$ cat config.mk
export PLATFORM = sky130hd
export DESIGN_NAME = dmem_arbiter_flat
export DESIGN_NICKNAME = d
export VERILOG_FILES = /design/src/rtl/dmem_arbiter_if.sv /design/src/rtl/dmem_arbiter.sv /design/src/flat_wrapper.sv
export SDC_FILE = /design/constraint.sdc
export NUM_CORES = 1
export LEC_CHECK = 0
export CAP_MARGIN = 20
export CORE_AREA = 5 5 227 229
export CTS_CLUSTER_DIAMETER = 30
export CTS_CLUSTER_SIZE = 30
export DETAILED_ROUTE_END_ITERATION = 8
export DIE_AREA = 0 0 232 234
export PLACE_DENSITY = 0.38
export SYNTH_ARGS = -nofsm -noshare
export SYNTH_HDL_FRONTEND = slang
export SYNTH_SLANG_ARGS = --single-unit
$ cat constraint.sdc
create_clock -name clk -period 1.7 [get_ports clk]
set_input_delay 0.17 -clock clk [delete_from_list [all_inputs] [get_ports clk]]
set_output_delay 0.17 -clock clk [all_outputs]
set_load 0.01 [all_outputs]
$ cat src/rtl/dmem_arbiter_if.sv
// Bus bundle between the data-memory arbiter, its two requesters and the memory.
// Latency: none, signal bundle only.
// Backpressure: requesters hold req/we/addr/wdata until their gnt is seen.
// Ports: c_* core load/store port, l_* loader/debug port, m_* memory port,
//        core_stall pipeline freeze. slave = arbiter side, master = environment side.
interface dmem_arbiter_if #(
    parameter int ADDR_W = 64,
    parameter int DATA_W = 64
);
    logic              c_req;
    logic              c_we;
    logic [ADDR_W-1:0] c_addr;
    logic [DATA_W-1:0] c_wdata;
    logic              c_gnt;
    logic              c_rvalid;
    logic [DATA_W-1:0] c_rdata;

    logic              l_req;
    logic              l_we;
    logic [ADDR_W-1:0] l_addr;
    logic [DATA_W-1:0] l_wdata;
    logic              l_lock;
    logic              l_gnt;
    logic              l_rvalid;
    logic [DATA_W-1:0] l_rdata;

    logic [ADDR_W-1:0] m_addr;
    logic [DATA_W-1:0] m_wdata;
    logic              m_we;
    logic              m_re;
    logic [DATA_W-1:0] m_rdata;

    logic              core_stall;

    modport slave (
        input  c_req, c_we, c_addr, c_wdata,
        input  l_req, l_we, l_addr, l_wdata, l_lock,
        input  m_rdata,
        output c_gnt, c_rvalid, c_rdata,
        output l_gnt, l_rvalid, l_rdata,
        output m_addr, m_wdata, m_we, m_re,
        output core_stall
    );

    modport master (
        output c_req, c_we, c_addr, c_wdata,
        output l_req, l_we, l_addr, l_wdata, l_lock,
        output m_rdata,
        input  c_gnt, c_rvalid, c_rdata,
        input  l_gnt, l_rvalid, l_rdata,
        input  m_addr, m_wdata, m_we, m_re,
        input  core_stall
    );
endinterface

$ cat src/rtl/dmem_arbiter.sv
// Shares one data memory between the core load/store path and a loader/debug port.
// Latency: grant is combinational (0 cycles); read data returns MEM_LAT cycles after grant.
// Backpressure: a denied requester holds its request; core_stall freezes the core meanwhile.
// Ports: clk, reset (async active-low), bus (dmem_arbiter_if.slave) carrying the
//        core port, the loader port with l_lock, the memory port and core_stall.
module dmem_arbiter #(
    parameter int ADDR_W  = 64,
    parameter int DATA_W  = 64,
    parameter int MEM_LAT = 1       // legal range 1..4
) (
    input  logic            clk,
    input  logic            reset,
    dmem_arbiter_if.slave   bus
);

    typedef enum logic {
        OPEN   = 1'b0,
        LOCKED = 1'b1
    } state_t;

    state_t state;
    state_t state_nxt;
    logic   rr;         // 0: core has priority, 1: loader has priority
    logic   rr_nxt;
    logic   c_gnt_raw;
    logic   l_gnt_raw;
    logic   c_gnt;
    logic   l_gnt;

    // Return tag pipe: entry i is the access granted i+1 cycles ago.
    // owner 0 = core, 1 = loader.
    logic [MEM_LAT-1:0] tag_vld;
    logic [MEM_LAT-1:0] tag_own;
    logic               push_vld;
    logic               pop_vld;
    logic               pop_own;

    always_ff @(posedge clk or negedge reset) begin
        if (!reset) begin
            state <= OPEN;
            rr    <= 1'b0;
        end else begin
            state <= state_nxt;
            rr    <= rr_nxt;
        end
    end

    always_comb begin
        c_gnt_raw = 1'b0;
        l_gnt_raw = 1'b0;
        state_nxt = state;
        rr_nxt    = rr;
        case (state)
            OPEN: begin
                if (bus.c_req && (!bus.l_req || !rr)) begin
                    c_gnt_raw = 1'b1;
                end else if (bus.l_req) begin
                    l_gnt_raw = 1'b1;
                end
                // Priority passes to whichever side just lost out.
                if (c_gnt_raw) begin
                    rr_nxt = 1'b1;
                end else if (l_gnt_raw) begin
                    rr_nxt = 1'b0;
                end
                if (l_gnt_raw && bus.l_lock) begin
                    state_nxt = LOCKED;
                end
            end
            LOCKED: begin
                // Core is shut out; rr holds its value while locked.
                l_gnt_raw = bus.l_req;
                // A releasing beat is still granted; core regains priority afterwards.
                if (!bus.l_lock || !bus.l_req) begin
                    state_nxt = OPEN;
                    rr_nxt    = 1'b0;
                end
            end
            default: begin
                state_nxt = OPEN;
            end
        endcase
    end

    // Grants are combinational, so they are masked while reset is held.
    assign c_gnt = reset & c_gnt_raw;
    assign l_gnt = reset & l_gnt_raw;

    assign bus.c_gnt      = c_gnt;
    assign bus.l_gnt      = l_gnt;
    assign bus.core_stall = reset & bus.c_req & ~c_gnt;

    assign bus.m_addr  = c_gnt ? bus.c_addr  : (l_gnt ? bus.l_addr  : '0);
    assign bus.m_wdata = c_gnt ? bus.c_wdata : (l_gnt ? bus.l_wdata : '0);
    assign bus.m_we    = (c_gnt & bus.c_we)  | (l_gnt & bus.l_we);
    assign bus.m_re    = (c_gnt & ~bus.c_we) | (l_gnt & ~bus.l_we);

    assign push_vld = bus.m_re;

    always_ff @(posedge clk or negedge reset) begin
        if (!reset) begin
            tag_vld <= '0;
            tag_own <= '0;
        end else begin
            tag_vld[0] <= push_vld;
            tag_own[0] <= l_gnt;
            for (int i = 1; i < MEM_LAT; i++) begin
                tag_vld[i] <= tag_vld[i-1];
                tag_own[i] <= tag_own[i-1];
            end
        end
    end

    assign pop_vld = reset & tag_vld[MEM_LAT-1];
    assign pop_own = tag_own[MEM_LAT-1];

    assign bus.c_rvalid = pop_vld & ~pop_own;
    assign bus.l_rvalid = pop_vld & pop_own;
    assign bus.c_rdata  = bus.c_rvalid ? bus.m_rdata : '0;
    assign bus.l_rdata  = bus.l_rvalid ? bus.m_rdata : '0;

    // A denied requester must keep its request and payload unchanged.
    property p_core_hold;
        @(posedge clk) disable iff (!reset)
        (bus.c_req && !c_gnt) |=> (bus.c_req && $stable(bus.c_we) &&
                                   $stable(bus.c_addr) && $stable(bus.c_wdata));
    endproperty
    a_core_hold: assert property (p_core_hold);

    property p_ldr_hold;
        @(posedge clk) disable iff (!reset)
        (bus.l_req && !l_gnt) |=> (bus.l_req && $stable(bus.l_we) &&
                                   $stable(bus.l_addr) && $stable(bus.l_wdata));
    endproperty
    a_ldr_hold: assert property (p_ldr_hold);

endmodule

$ cat src/flat_wrapper.sv
// flat-port wrapper written by rule: the top's interface ports become plain ports
module dmem_arbiter_flat 
#(
    parameter int ADDR_W  = 64,
    parameter int DATA_W  = 64,
    parameter int MEM_LAT = 1                          
)
  (clk, reset, bus_c_req, bus_c_we, bus_c_addr, bus_c_wdata, bus_l_req, bus_l_we, bus_l_addr, bus_l_wdata, bus_l_lock, bus_m_rdata, bus_c_gnt, bus_c_rvalid, bus_c_rdata, bus_l_gnt, bus_l_rvalid, bus_l_rdata, bus_m_addr, bus_m_wdata, bus_m_we, bus_m_re, bus_core_stall);
  dmem_arbiter_if #(.ADDR_W(ADDR_W), .DATA_W(DATA_W)) bus_i ();
  input  logic clk;
  input  logic reset;
  input wire logic [$bits(bus_i.c_req)-1:0] bus_c_req;
  input wire logic [$bits(bus_i.c_we)-1:0] bus_c_we;
  input wire logic [$bits(bus_i.c_addr)-1:0] bus_c_addr;
  input wire logic [$bits(bus_i.c_wdata)-1:0] bus_c_wdata;
  input wire logic [$bits(bus_i.l_req)-1:0] bus_l_req;
  input wire logic [$bits(bus_i.l_we)-1:0] bus_l_we;
  input wire logic [$bits(bus_i.l_addr)-1:0] bus_l_addr;
  input wire logic [$bits(bus_i.l_wdata)-1:0] bus_l_wdata;
  input wire logic [$bits(bus_i.l_lock)-1:0] bus_l_lock;
  input wire logic [$bits(bus_i.m_rdata)-1:0] bus_m_rdata;
  output wire logic [$bits(bus_i.c_gnt)-1:0] bus_c_gnt;
  output wire logic [$bits(bus_i.c_rvalid)-1:0] bus_c_rvalid;
  output wire logic [$bits(bus_i.c_rdata)-1:0] bus_c_rdata;
  output wire logic [$bits(bus_i.l_gnt)-1:0] bus_l_gnt;
  output wire logic [$bits(bus_i.l_rvalid)-1:0] bus_l_rvalid;
  output wire logic [$bits(bus_i.l_rdata)-1:0] bus_l_rdata;
  output wire logic [$bits(bus_i.m_addr)-1:0] bus_m_addr;
  output wire logic [$bits(bus_i.m_wdata)-1:0] bus_m_wdata;
  output wire logic [$bits(bus_i.m_we)-1:0] bus_m_we;
  output wire logic [$bits(bus_i.m_re)-1:0] bus_m_re;
  output wire logic [$bits(bus_i.core_stall)-1:0] bus_core_stall;
  assign bus_i.c_req = bus_c_req;
  assign bus_i.c_we = bus_c_we;
  assign bus_i.c_addr = bus_c_addr;
  assign bus_i.c_wdata = bus_c_wdata;
  assign bus_i.l_req = bus_l_req;
  assign bus_i.l_we = bus_l_we;
  assign bus_i.l_addr = bus_l_addr;
  assign bus_i.l_wdata = bus_l_wdata;
  assign bus_i.l_lock = bus_l_lock;
  assign bus_i.m_rdata = bus_m_rdata;
  assign bus_c_gnt = bus_i.c_gnt;
  assign bus_c_rvalid = bus_i.c_rvalid;
  assign bus_c_rdata = bus_i.c_rdata;
  assign bus_l_gnt = bus_i.l_gnt;
  assign bus_l_rvalid = bus_i.l_rvalid;
  assign bus_l_rdata = bus_i.l_rdata;
  assign bus_m_addr = bus_i.m_addr;
  assign bus_m_wdata = bus_i.m_wdata;
  assign bus_m_we = bus_i.m_we;
  assign bus_m_re = bus_i.m_re;
  assign bus_core_stall = bus_i.core_stall;
  dmem_arbiter #(.ADDR_W(ADDR_W), .DATA_W(DATA_W), .MEM_LAT(MEM_LAT)) u_core (.clk(clk), .reset(reset), .bus(bus_i));
endmodule
==> impl_results.md <==
* Post-Route Hold Slack at 0.4704 ns
* Chip width at 232 µm
* CP peak stage delay at 0.42 ns
* Slack of the worst reg-to-reg path at 0.38 ns
* Maxcap violations at 0
* Clock transition at the registers of the reported paths at 0.03 ns
* Buffers added on ports at 589
* Final Hold Vio Count at 0
* Ordered list of cells on the worst path: nor3b_4, nor2_4, buf_12, buf_16, buf_8, a22o_1, buf_12
* Non-filler instance count after layout at 1,639
* Violations in the final reports: negative setup slack
* RSZ-0062 raised after global routing: yes
* Clk Latency, worst-skew pair at 0.22 ns
* DR vias/cell at 3.223
* Kind of path behind the tightest hold check: in -> async
* Fraction of the cycle the final worst path needs at 1.173
* IR Drop Worst-Case VDD at 193.6 µV
* Slew Limit Fails at 0
* Share of synthesized area occupied by flip-flops and latches at 0.04178
* CP Class: reg -> out
* Cell seen most often among critical-path stages: sky130_fd_sc_hd__buf_12
* First-pass GRT wire length at 43.09 mm
* Post-route DRC at 0
* H-tree lvl count at 1
* Normalized max-slew margin at 0.8024
* Post-DR wirelength/cell at 21.20 µm
* Number of clock sinks seen by CTS at 4
* Count of unique library cells instantiated by Yosys at 19
* Kind of launch point of the worst setup path: register
* Global placer's final weighted congestion at 0.7400
* Final wirelength at 34.75 mm
* Number of detailed-routing iterations run before antenna repair at 4
* Worst reg2reg path depth at 5
* TritonCTS clock tree: yes
* Top cell type's share of synthesized area at 0.4715
* Post-route ant nets at 0
* Total Die Area at 54,290 µm²
* Arrival @ worst endpoint at 1.82 ns
* Destination of the worst register-to-register timing path: u_core.tag_vld
* Clock Skew at 0.0003566 ns
* Pre-CTS setup slack at -0.7952 ns
* Proportion of layout cells with a drive suffix above 1 at 0.3354
* Highest fanout seen on the critical path at 6
* Post-Synthesis Mean Instance Area at 7.418 µm²
* Most area-hungry cell type in the Yosys netlist: sky130_fd_sc_hd__a22o_1
* Starting utilization of the core area at 0.04845
* Slowest stage cell, crit path: sky130_fd_sc_hd__dfrtp_1
* Tightest Pin Transition at 0.2954 ns
* Tot Pwr at 2.993 mW
* Number of nets at the end of the flow at 1,295
* Die Ht at 234 µm
* Type of element capturing the critical path: output port
* Top cells by area in the synthesized netlist: sky130_fd_sc_hd__a22o_1 (47%), sky130_fd_sc_hd__and2_1 (33%), sky130_fd_sc_hd__buf_6 (5.2%)
* Number of vias in the routed layout at 5,283
* Post-route cell area at 10,220 µm²
* Yosys warning count at 0
* Area growth syn-to-layout at 326.6%
* Longest Clk Path Bufs at 2
* Number of endpoints failing setup at the final stage at 130
* Power per unit of standard cell area at 292.8 nW/µm²
* Maximum clock frequency at 501.5 MHz
* Clock Tree Root: sky130_fd_sc_hd__clkbuf_16
* Leakage power at 5.452 nW
* Floorplan row count at 82
* Total area of multi-input combinational cells at 2217 µm²
* Post-synthesis net count at 650
* Final Worst Setup Slack at -0.2939 ns
* Post-layout utilization of the core at 0.2067
* Area of the mapped netlist at 2396 µm²
* Antenna violations before repair at 12
* WP data required at 1.53 ns
* Post-detailed-placement cell area at 9407 µm²
* Core footprint at 49,450 µm²
* Vias in the first global route at 5,493
* Launch instance of the worst register-to-register path: u_core.state
* Initial detailed-routing violation count at 123
* Placed cell count at 1,587
* Post-synthesis instance total at 323
* Tmin final at 1.994 ns
* Total half-perimeter wirelength after legalization and detailed placement at 28.00 mm
* IO Count at 590
* Largest net degree at the start of global routing at 34
* Grt total ovfl at 0
* GRT Total Usage at 0.1097
* Register cell area after layout at 100.1 µm²
* Result of the run: finished, violations left
* Sum of negative setup slack at -25.02 ns
* Filler cell count at 5,626
* Number of synthesized register bits at 4
* Inserted Clock Buffers at 3
==> flip-flops by register name, indices dropped and copies added (netlist names) <==
signal,cells
u_core.rr,1
u_core.state,1
u_core.pop_own,1
u_core.tag_vld,1
==> where the power goes <==
part	switching [mW]	internal, mW	leakage, nW
Sequential	0.00876	0.104	0.0517
Clock	0.0651	0.300	0.0370
Combinational	0.935	1.58	5.36
==> area by class of cell <==
type,count,area share
Timing Repair Buffer,681,0.6812
Clock buffer,3,0.007344
Antenna cell,1,0.0002448
Timing Repair inverter,1,0.0008568
Multi-Input combinational cell,275,0.2169
Tap cell,672,0.08225
Inverter,2,0.001469
Sequential cell,4,0.009792
==> synth_stat cells <==
library cell / count
sky130_fd_sc_hd__a21oi_1: 1
sky130_fd_sc_hd__a22o_1: 129
sky130_fd_sc_hd__and2_1: 128
sky130_fd_sc_hd__and3_1: 1
sky130_fd_sc_hd__buf_2: 15
sky130_fd_sc_hd__buf_6: 11
sky130_fd_sc_hd__clkbuf_1: 16
sky130_fd_sc_hd__dfrtp_1: 4
sky130_fd_sc_hd__inv_1: 1
sky130_fd_sc_hd__inv_2: 1
sky130_fd_sc_hd__mux2i_1: 1
sky130_fd_sc_hd__nand2_1: 5
sky130_fd_sc_hd__nand3_1: 1
sky130_fd_sc_hd__nand4_1: 1
sky130_fd_sc_hd__nor2_1: 4
sky130_fd_sc_hd__nor2b_1: 1
sky130_fd_sc_hd__nor3b_2: 1
sky130_fd_sc_hd__o21ai_0: 1
sky130_fd_sc_hd__o32ai_1: 1
==> cells in the final DEF (no fill, tap or decap), types with 4 or more instances in the layout <==
cell type	synthesis	final
sky130_fd_sc_hd__clkbuf_16	0	13
sky130_fd_sc_hd__clkbuf_2	0	49
sky130_fd_sc_hd__and2_1	128	124
sky130_fd_sc_hd__dfrtp_1	4	4
sky130_fd_sc_hd__a22o_1	129	117
sky130_fd_sc_hd__buf_12	0	25
sky130_fd_sc_hd__and2_4	0	4
sky130_fd_sc_hd__clkdlybuf4s15_2	0	8
sky130_fd_sc_hd__buf_2	15	82
sky130_fd_sc_hd__buf_8	0	7
sky130_fd_sc_hd__buf_6	11	71
sky130_fd_sc_hd__buf_16	0	11
sky130_fd_sc_hd__clkdlybuf4s50_1	0	323
sky130_fd_sc_hd__dlymetal6s2s_1	0	61
sky130_fd_sc_hd__a22o_4	0	12
sky130_fd_sc_hd__buf_4	0	30
==> critical path, delay by kind of cell, from the launching register on <==
family | cells | cell delay, ns
DFF | 1 | 0.42
AOI/OAI and AO/OA | 1 | 0.25
buffers and inverters | 4 | 0.58
and+or+nand+nor | 2 | 0.33
==> how the worst max path moves through the flow <==
| stage | from | endpoint | depth (start not counted) |
|---|---|---|---|
| floorplan | u_core.state | bus_m_addr[0] | 5 |
| global placement | bus_c_req | bus_m_wdata[54] | 7 |
| detailed placement | bus_c_req | bus_m_wdata[48] | 7 |
| CTS | u_core.state | bus_m_wdata[7] | 8 |
| global route | u_core.state | bus_m_addr[62] | 8 |
| finish | u_core.state | bus_m_addr[62] | 7 |
==> what timing repair did <==
| action | CTS | global route |
|---|---|---|
| cloned | 11 | 10 |
| hold buffers | 0 | 2 |
| endpoints found under the hold margin | 0 | 4 |
| setup endpoints to repair | 263 | 231 |
| pin swaps | 40 | 37 |
| gates resized for setup | 670 | 271 |
| buffers inserted | 17 | 10 |
==> routing by layer <==
layer | wire length, µm | part of all wire | up-vias | GRT usage
li1 | - | - | 2505 | -
met1 | 12610 | 0.36 | 2396 | 0.1173
met2 | 17650 | 0.51 | 326 | 0.2020
met3 | 3862 | 0.11 | 36 | 0.05182
met4 | 493 | 0.014 | 20 | 0.01551
met5 | 127 | 0.0037 | - | 0
==> cell families (layout without fill, tap and decap cells) <==
group	after synthesis	count (layout)	synth area share
multiplexers	1	1	0.004178
AO/OA/AOI/OAI	132	132	0.4794
other	0	1	0
flip-flops	4	4	0.04178
AND/OR/NAND/NOR	142	142	0.3634
buffers and inverters	44	687	0.1112
Note: power is estimated with default switching activity, not from simulation.
